## src/rtl/button_debounce.sv

```systemverilog
// rtl/button_debounce.sv - push-button debounce with press, release and long-press pulses
module button_debounce #(
    parameter int unsigned DEBOUNCE_CYCLES = 1000000,
    parameter int unsigned LONG_CYCLES     = 50000000,
    parameter int unsigned CNT_W           = 26
) (
    input  logic clk_i,
    input  logic rst_ni,
    input  logic sync_in_i,
    output logic level_o,
    output logic press_o,
    output logic release_o,
    output logic long_press_o
);

    typedef enum logic [1:0] {
        S_LOW  = 2'd0,
        S_RISE = 2'd1,
        S_HIGH = 2'd2,
        S_FALL = 2'd3
    } state_e;

    // Last count value of a qualification run; the accepting edge is the
    // one that samples the level again while the counter sits here.
    localparam logic [CNT_W-1:0] DCNT_LAST = CNT_W'(DEBOUNCE_CYCLES - 1);
    // Hold counter stops here so long_press can only fire once per press.
    localparam logic [CNT_W-1:0] HCNT_SAT  = CNT_W'(LONG_CYCLES);
    localparam logic [CNT_W-1:0] HCNT_FIRE = CNT_W'(LONG_CYCLES - 1);
    localparam logic [CNT_W-1:0] CNT_ONE   = CNT_W'(1);

    state_e           state_q, state_d;
    logic [CNT_W-1:0] dcnt_q, dcnt_d;
    logic [CNT_W-1:0] hcnt_q, hcnt_d;
    logic             level_q, level_d;
    logic             press_q, press_d;
    logic             release_q, release_d;
    logic             long_q, long_d;

    // State, counters and registered outputs; reset clears everything at once.
    always_ff @(posedge clk_i or negedge rst_ni) begin
        if (!rst_ni) begin
            state_q   <= S_LOW;
            dcnt_q    <= '0;
            hcnt_q    <= '0;
            level_q   <= 1'b0;
            press_q   <= 1'b0;
            release_q <= 1'b0;
            long_q    <= 1'b0;
        end else begin
            state_q   <= state_d;
            dcnt_q    <= dcnt_d;
            hcnt_q    <= hcnt_d;
            level_q   <= level_d;
            press_q   <= press_d;
            release_q <= release_d;
            long_q    <= long_d;
        end
    end

    // Next-state logic: qualify level changes and generate one-cycle pulses.
    always_comb begin
        state_d   = state_q;
        dcnt_d    = dcnt_q;
        hcnt_d    = hcnt_q;
        level_d   = level_q;
        press_d   = 1'b0;
        release_d = 1'b0;
        long_d    = 1'b0;

        unique case (state_q)
            S_LOW: begin
                if (sync_in_i) begin
                    state_d = S_RISE;
                    dcnt_d  = '0;
                end
            end

            S_RISE: begin
                if (!sync_in_i) begin
                    // Bounce during a rising qualification: start over.
                    state_d = S_LOW;
                    dcnt_d  = '0;
                end else if (dcnt_q == DCNT_LAST) begin
                    state_d = S_HIGH;
                    dcnt_d  = '0;
                    level_d = 1'b1;
                    press_d = 1'b1;
                    hcnt_d  = '0;
                end else begin
                    dcnt_d = dcnt_q + CNT_ONE;
                end
            end

            S_HIGH: begin
                if (!sync_in_i) begin
                    state_d = S_FALL;
                    dcnt_d  = '0;
                end else if (hcnt_q < HCNT_SAT) begin
                    hcnt_d = hcnt_q + CNT_ONE;
                    if (hcnt_q == HCNT_FIRE) begin
                        long_d = 1'b1;
                    end
                end
            end

            S_FALL: begin
                if (sync_in_i) begin
                    // Short low glitch while held: resume holding, hold count frozen.
                    state_d = S_HIGH;
                    dcnt_d  = '0;
                end else if (dcnt_q == DCNT_LAST) begin
                    state_d   = S_LOW;
                    dcnt_d    = '0;
                    level_d   = 1'b0;
                    release_d = 1'b1;
                end else begin
                    dcnt_d = dcnt_q + CNT_ONE;
                end
            end

            default: begin
                state_d = S_LOW;
                dcnt_d  = '0;
            end
        endcase
    end

    assign level_o      = level_q;
    assign press_o      = press_q;
    assign release_o    = release_q;
    assign long_press_o = long_q;

endmodule

```

## config.mk

```make
export PLATFORM = sky130hd
export DESIGN_NAME = button_debounce
export DESIGN_NICKNAME = d
export VERILOG_FILES = /design/src/rtl/button_debounce.sv
export SDC_FILE = /design/constraint.sdc
export NUM_CORES = 1
export LEC_CHECK = 0
export BUFFER_PORTS_ARGS = -buffer_cell sky130_fd_sc_hd__buf_2
export CAP_MARGIN = 20
export CORE_MARGIN = 2
export CORE_UTILIZATION = 45
export CTS_CLUSTER_DIAMETER = 150
export DETAILED_ROUTE_END_ITERATION = 12
export PLACE_DENSITY = 0.57
export SYNTH_ARGS = -nofsm -noshare
export SYNTH_HDL_FRONTEND = slang
export SYNTH_SLANG_ARGS = --single-unit
```

## constraint.sdc

```tcl
create_clock -name clk_i -period 2.2 [get_ports clk_i]
set_input_delay 0.11 -clock clk_i [delete_from_list [all_inputs] [get_ports clk_i]]
set_output_delay 0.11 -clock clk_i [all_outputs]
set_load 0.02 [all_outputs]
```

* Word level (Yosys, flattened, before mapping)
Cells that the tools add are included.
Word-level totals: word-level logic and storage cells 64, output and inout bits 4, flip-flop bits (word level) 58
Operators by class: equal/unequal tests 15, add/subtract/negate cells 2, multiplexer cells 32, reductions and logical operators 7, $lt $le $gt $ge 1
Operator list (count):
- $mux 26 | 9
- $pmux 26 s4 | 1
- $add 26x1->26 const B | 2
- $pmux 26 s2 | 1
- $eq 26x20->1 const B | 1
- $eq 26x26->1 const B | 1
- $lt 26x26->1 const B | 1
- $ne 2x2->1 const B | 8
- $mux 1 | 13
- $mux 2 | 6
- $reduce_and 5->1 | 2
- $pmux 2 s4 | 1
- $ne 3x3->1 const B | 2
- $eq 2x2->1 const B | 2
- $reduce_and 4->1 | 1
- $reduce_bool 2->1 | 2
- $eq 2x1->1 const B | 1
- $logic_not 2->1 | 1
- $pmux 1 s2 | 1
- $reduce_and 2->1 | 1

* Logic depth before layout (Yosys ltp)
depth after elaboration 5, mapped depth 9

* Least setup slack after synthesis
No wires, ideal clock.
path type register -> register, start point register dcnt_q[0], end point register hcnt_q[11], path buffers 0, slack 0.302 ns, clock period less this slack 1.898 ns, data arrival time 1.764 ns, data required time 2.067 ns, cell stages (with the launch flop) 8, cell sequence dfrtp_1 -> ha_1 -> and4_1 -> nand2_1 -> nor4_1 -> nand2_1 -> nor3b_2 -> nor2_1
Between the ends: word-level cells in the longest chain between the ends 3
RTL lines:
- from (decl) | RTL line 32 | logic [CNT_W-1:0] dcnt_q, dcnt_d;
- from (signal assigned) | RTL line 51 | dcnt_q <= dcnt_d;
- $eq 26x20->1 | RTL line 83 | end else if (dcnt_q == DCNT_LAST) begin
- $ne 2x2->1 (no source line)
- $reduce_and 5->1 (no source line)
- to (signal assigned) | RTL line 52 | hcnt_q <= hcnt_d;
- to (decl) | RTL line 33 | logic [CNT_W-1:0] hcnt_q, hcnt_d;
No other way between the ends. A chain may end at the register's enable or synchronous reset.

* Final worst setup path
start point register hcnt_q[20], end point register hcnt_q[10]
Between the ends: word-level cells in the longest chain between the ends 3
RTL lines:
- $lt 26x26->1 | RTL line 98 | end else if (hcnt_q < HCNT_SAT) begin
- $ne 2x2->1 (no source line)
- $reduce_and 5->1 (no source line)
No other way between the ends.

==> metrics.csv <==
stage,metric,value,unit
status,status,"finished, final reports clean",
timing,fin_hold_ws,0.0871,ns
cells_and_area,area_delta_synth_final,18.0,%
timing,final.setup.tns,0,ns
worst_setup_path,end_kind,flop,
cells_and_area,n_fill_cell,678,
detailed_routing,dr_total_vias,2965,
detailed_routing,drc,0,
cells_and_area,insertedDiodeCount,0,
pwr,ir_worst_vdd,0.349,mV
worst_setup_path,ff2ff_setup_slack,0.15,ns
synthesis,synth-main-ff-cell,dfrtp_1,
synthesis,syn_area_per_cell,9.18,sq um
pwr,power_frac_comb,0.127,
timing,setup-violations-final,0,
synthesis,synth-adder-area-share,0.00764,
timing,worst_pin_slew,0.757,ns
timing,fin_skew,0.00954,ns
detailed_routing,antenna_left,0,
pwr,p_leak,1.73,nW
synthesis,synth_area_leader_cell,dfrtp_1,
clock_tree,clk_pin_slew,0.07,ns
timing,drv_slew,0,
clock_tree,clock-sinks,58,
die,design.die.area,7980,sq um
grt,track_usage,0.224,
synthesis,synth_most_common_cell,dfrtp_1,
grt,grt_antenna_before_repair,0,
die,coreArea,7140,sq um
placement,post-dp-hpwl,5.45,mm
detailed_routing,routedWlPerCell,16.2,um
synthesis,ys_ff_latch,58,
synthesis,synth-warning-count,0,
synthesis,synthTopCellsByArea,"dfrtp_1 44%, o21ai_0 6.0%, nand2_1 4.6%",
die,start_util,0.459,
detailed_routing,avgViaCountPerCell,5.93,
cells_and_area,seq_area,1450,sq um
die,rows,31,
synthesis,synth-compound-area-share,0.180,
worst_setup_path,critPathLaunchType,flop,
detailed_routing,wirelength,8.09,mm
timing,grt_setup_unrepaired,no,
pwr,p_switching,671,uW
worst_setup_path,crit_arrival,2.33,ns
cells_and_area,final_nets,401,
clock_tree,cts-root-buf,clkbuf_8,
synthesis,synth-simple-area-share,0.312,
cells_and_area,multi_input_area,1760,sq um
synthesis,synth_top_family_by_area,simple AND/OR/NAND/NOR gates,
synthesis,post_synth_mux_area_share,0.00305,
pwr,p_per_area,636,nW/um^2
grt,grt_start_max_net_pins,59,
detailed_routing,firstDrtPassIters,4,
job,cap_violations,0,
synthesis,synth_edf_count,0,
clock_tree,htree_levels,3,
pwr,clkPwrFrac,0.420,
synthesis,syn-num-nets,362,
hold_path,hp-class,in2reg,
grt,grt_pass1_vias,2800,
die,ios,7,
pwr,sequentialPowerShare,0.453,
placement,post_dp_cell_area,3610,sq um
grt,grt_overflow,0,
synthesis,syn_inst,357,
timing,finalCriticalPeriod,2.05,ns
pwr,p_total,2.46,mW
synthesis,synth_commonest_cells,"58 x dfrtp_1, 40 x nand2_1, 39 x o21ai_0, 23 x nand3_1, 22 x nor2_1",
grt,grt_pass1_wl,13.8,mm
timing,fmax,487,MHz
synthesis,syn_area,3280,sq um
clock_tree,clk_latency,0.34,ns
die,dieHeight,89.3,um
synthesis,seq_area_frac_synth,0.443,
cells_and_area,fin_area,3870,sq um
worst_setup_path,path_class,reg2reg,
placement,gp_congestion,0.844,
synthesis,synth_top_cell_area_share,0.443,
pwr,p_int,1.79,mW
synthesis,async_reset_ff_frac,1.00,
timing,hold_violations,0,
die,die_w,89.3,um
worst_setup_path,cp_max_fo,21,
clock_tree,cts_buffer_depth,2,
clock_tree,cts_made_buffers,9,
timing,fin_crit_sh,0.934,
clock_tree,tritoncts,yes,
pwr,swShare,0.273,
placement,numPortBuffers,6,
timing,slew_headroom,0.495,
synthesis,synth_xor_area_frac,0.0267,
synthesis,ys_types,50,
cells_and_area,layout-drive-gt1-share,0.202,
worst_setup_path,crit_required,2.48,ns
detailed_routing,drt_iter0_drc,178,
worst max-delay path, stage by stage, from the launching register on:
cell       delay (ns)
dfrtp_1          0.42
and3_4           0.20
and3_4           0.20
a31oi_4          0.20
nand2_2          0.26
buf_4            0.27
a2111oi_2        0.32
a21o_1           0.12
layer usage:
| layer | vias to the layer above | global-route usage | routed length (um) |
|---|---|---|---|
| met3 | 15 | 0.0342 | 304 |
| met1 | 1441 | 0.298 | 3670 |
| met4 | 0 | 0.100 | 171 |
| met2 | 72 | 0.362 | 3940 |
| li1 | 1437 | - | - |
| met5 | - | 0 | 0 |
final timing paths:
| kind | start | end | cells past startpoint |
|---|---|---|---|
| hold / removal | sync_in_i | release_o$_DFF_PN0_ | 2 |
| hold reg to reg | dcnt_q[19]$_DFFE_PN0P_ | dcnt_q[19]$_DFFE_PN0P_ | 1 |
| max in group asynchronous | rst_ni | dcnt_q[12]$_DFFE_PN0P_ | 3 |
| min in group asynchronous | rst_ni | hcnt_q[20]$_DFFE_PN0P_ | 3 |
| setup / recovery | hcnt_q[20]$_DFFE_PN0P_ | hcnt_q[10]$_DFFE_PN0P_ | 7 |
| setup reg to reg | hcnt_q[20]$_DFFE_PN0P_ | hcnt_q[10]$_DFFE_PN0P_ | 7 |
cells in the final DEF (no fill, tap or decap), types with 6 or more instances in the layout:
cell type | synthesis | layout
nand4_1 | 17 | 17
or4_1 | 10 | 10
and3_1 | 13 | 13
nand3_1 | 23 | 23
clkbuf_8 | 0 | 11
dfrtp_1 | 58 | 58
o21ai_0 | 39 | 38
and4_1 | 10 | 9
nand2_1 | 40 | 39
nor2_1 | 22 | 22
xor2_1 | 10 | 10
buf_4 | 0 | 37
o211ai_1 | 10 | 10
a31oi_1 | 7 | 7
buf_2 | 8 | 6
a21oi_1 | 16 | 16
state kept, by name (all words and copies together) (netlist names), named ones only:
register,flops
hcnt_q,26
press_o,1
long_press_o,1
release_o,1
state_q,1
dcnt_q,26
level_o,1
metrics by stage:
step | setup slack (ns) | util | cells
CTS | 0.0341 | 0.536 | 498
finish | 0.145 | 0.542 | 500
global placement | 0.120 | 0.506 | 481
detailed placement | 0.0551 | 0.506 | 481
floorplan | 0.302 | - | 357
global route | 0.0184 | 0.542 | 500
power groups by stage:
stage / clock (mW) / combinational [mW] / sequential (mW)
floorplan: 0 / 0.188 / 1.14
global placement: 0 / 0.310 / 1.13
detailed placement: 0 / 0.311 / 1.14
CTS: 1.06 / 0.315 / 1.11
global route: 1.11 / 0.352 / 1.12
finish: 1.03 / 0.313 / 1.11
what timing repair did:
action | in CTS | in global routing
endpoints found under the hold margin | 58 | 0
endpoints found under the setup margin | 0 | 13
setup buffers | 0 | 2
hold buffers | 1 | 0
resized for setup | 0 | 7
cell families (layout without fill, tap and decap cells):
logic type | count (synthesis) | after routing
compound gates | 95 | 95
xor+xnor | 10 | 10
fa+ha+maj | 2 | 2
buf+inv | 18 | 62
flops | 58 | 58
mux | 1 | 1
simple gates | 173 | 173
cell type report:
| class | instances | area share |
|---|---|---|
| clock buffer | 12 | 0.0401 |
| clock inverter | 4 | 0.0129 |
| inverter | 2 | 0.00194 |
| multi-input combinational | 281 | 0.456 |
| sequential | 58 | 0.375 |
| tap | 99 | 0.0320 |
| timing repair buffer | 44 | 0.0822 |
No activity file was read; power rests on OpenSTA's default activity.
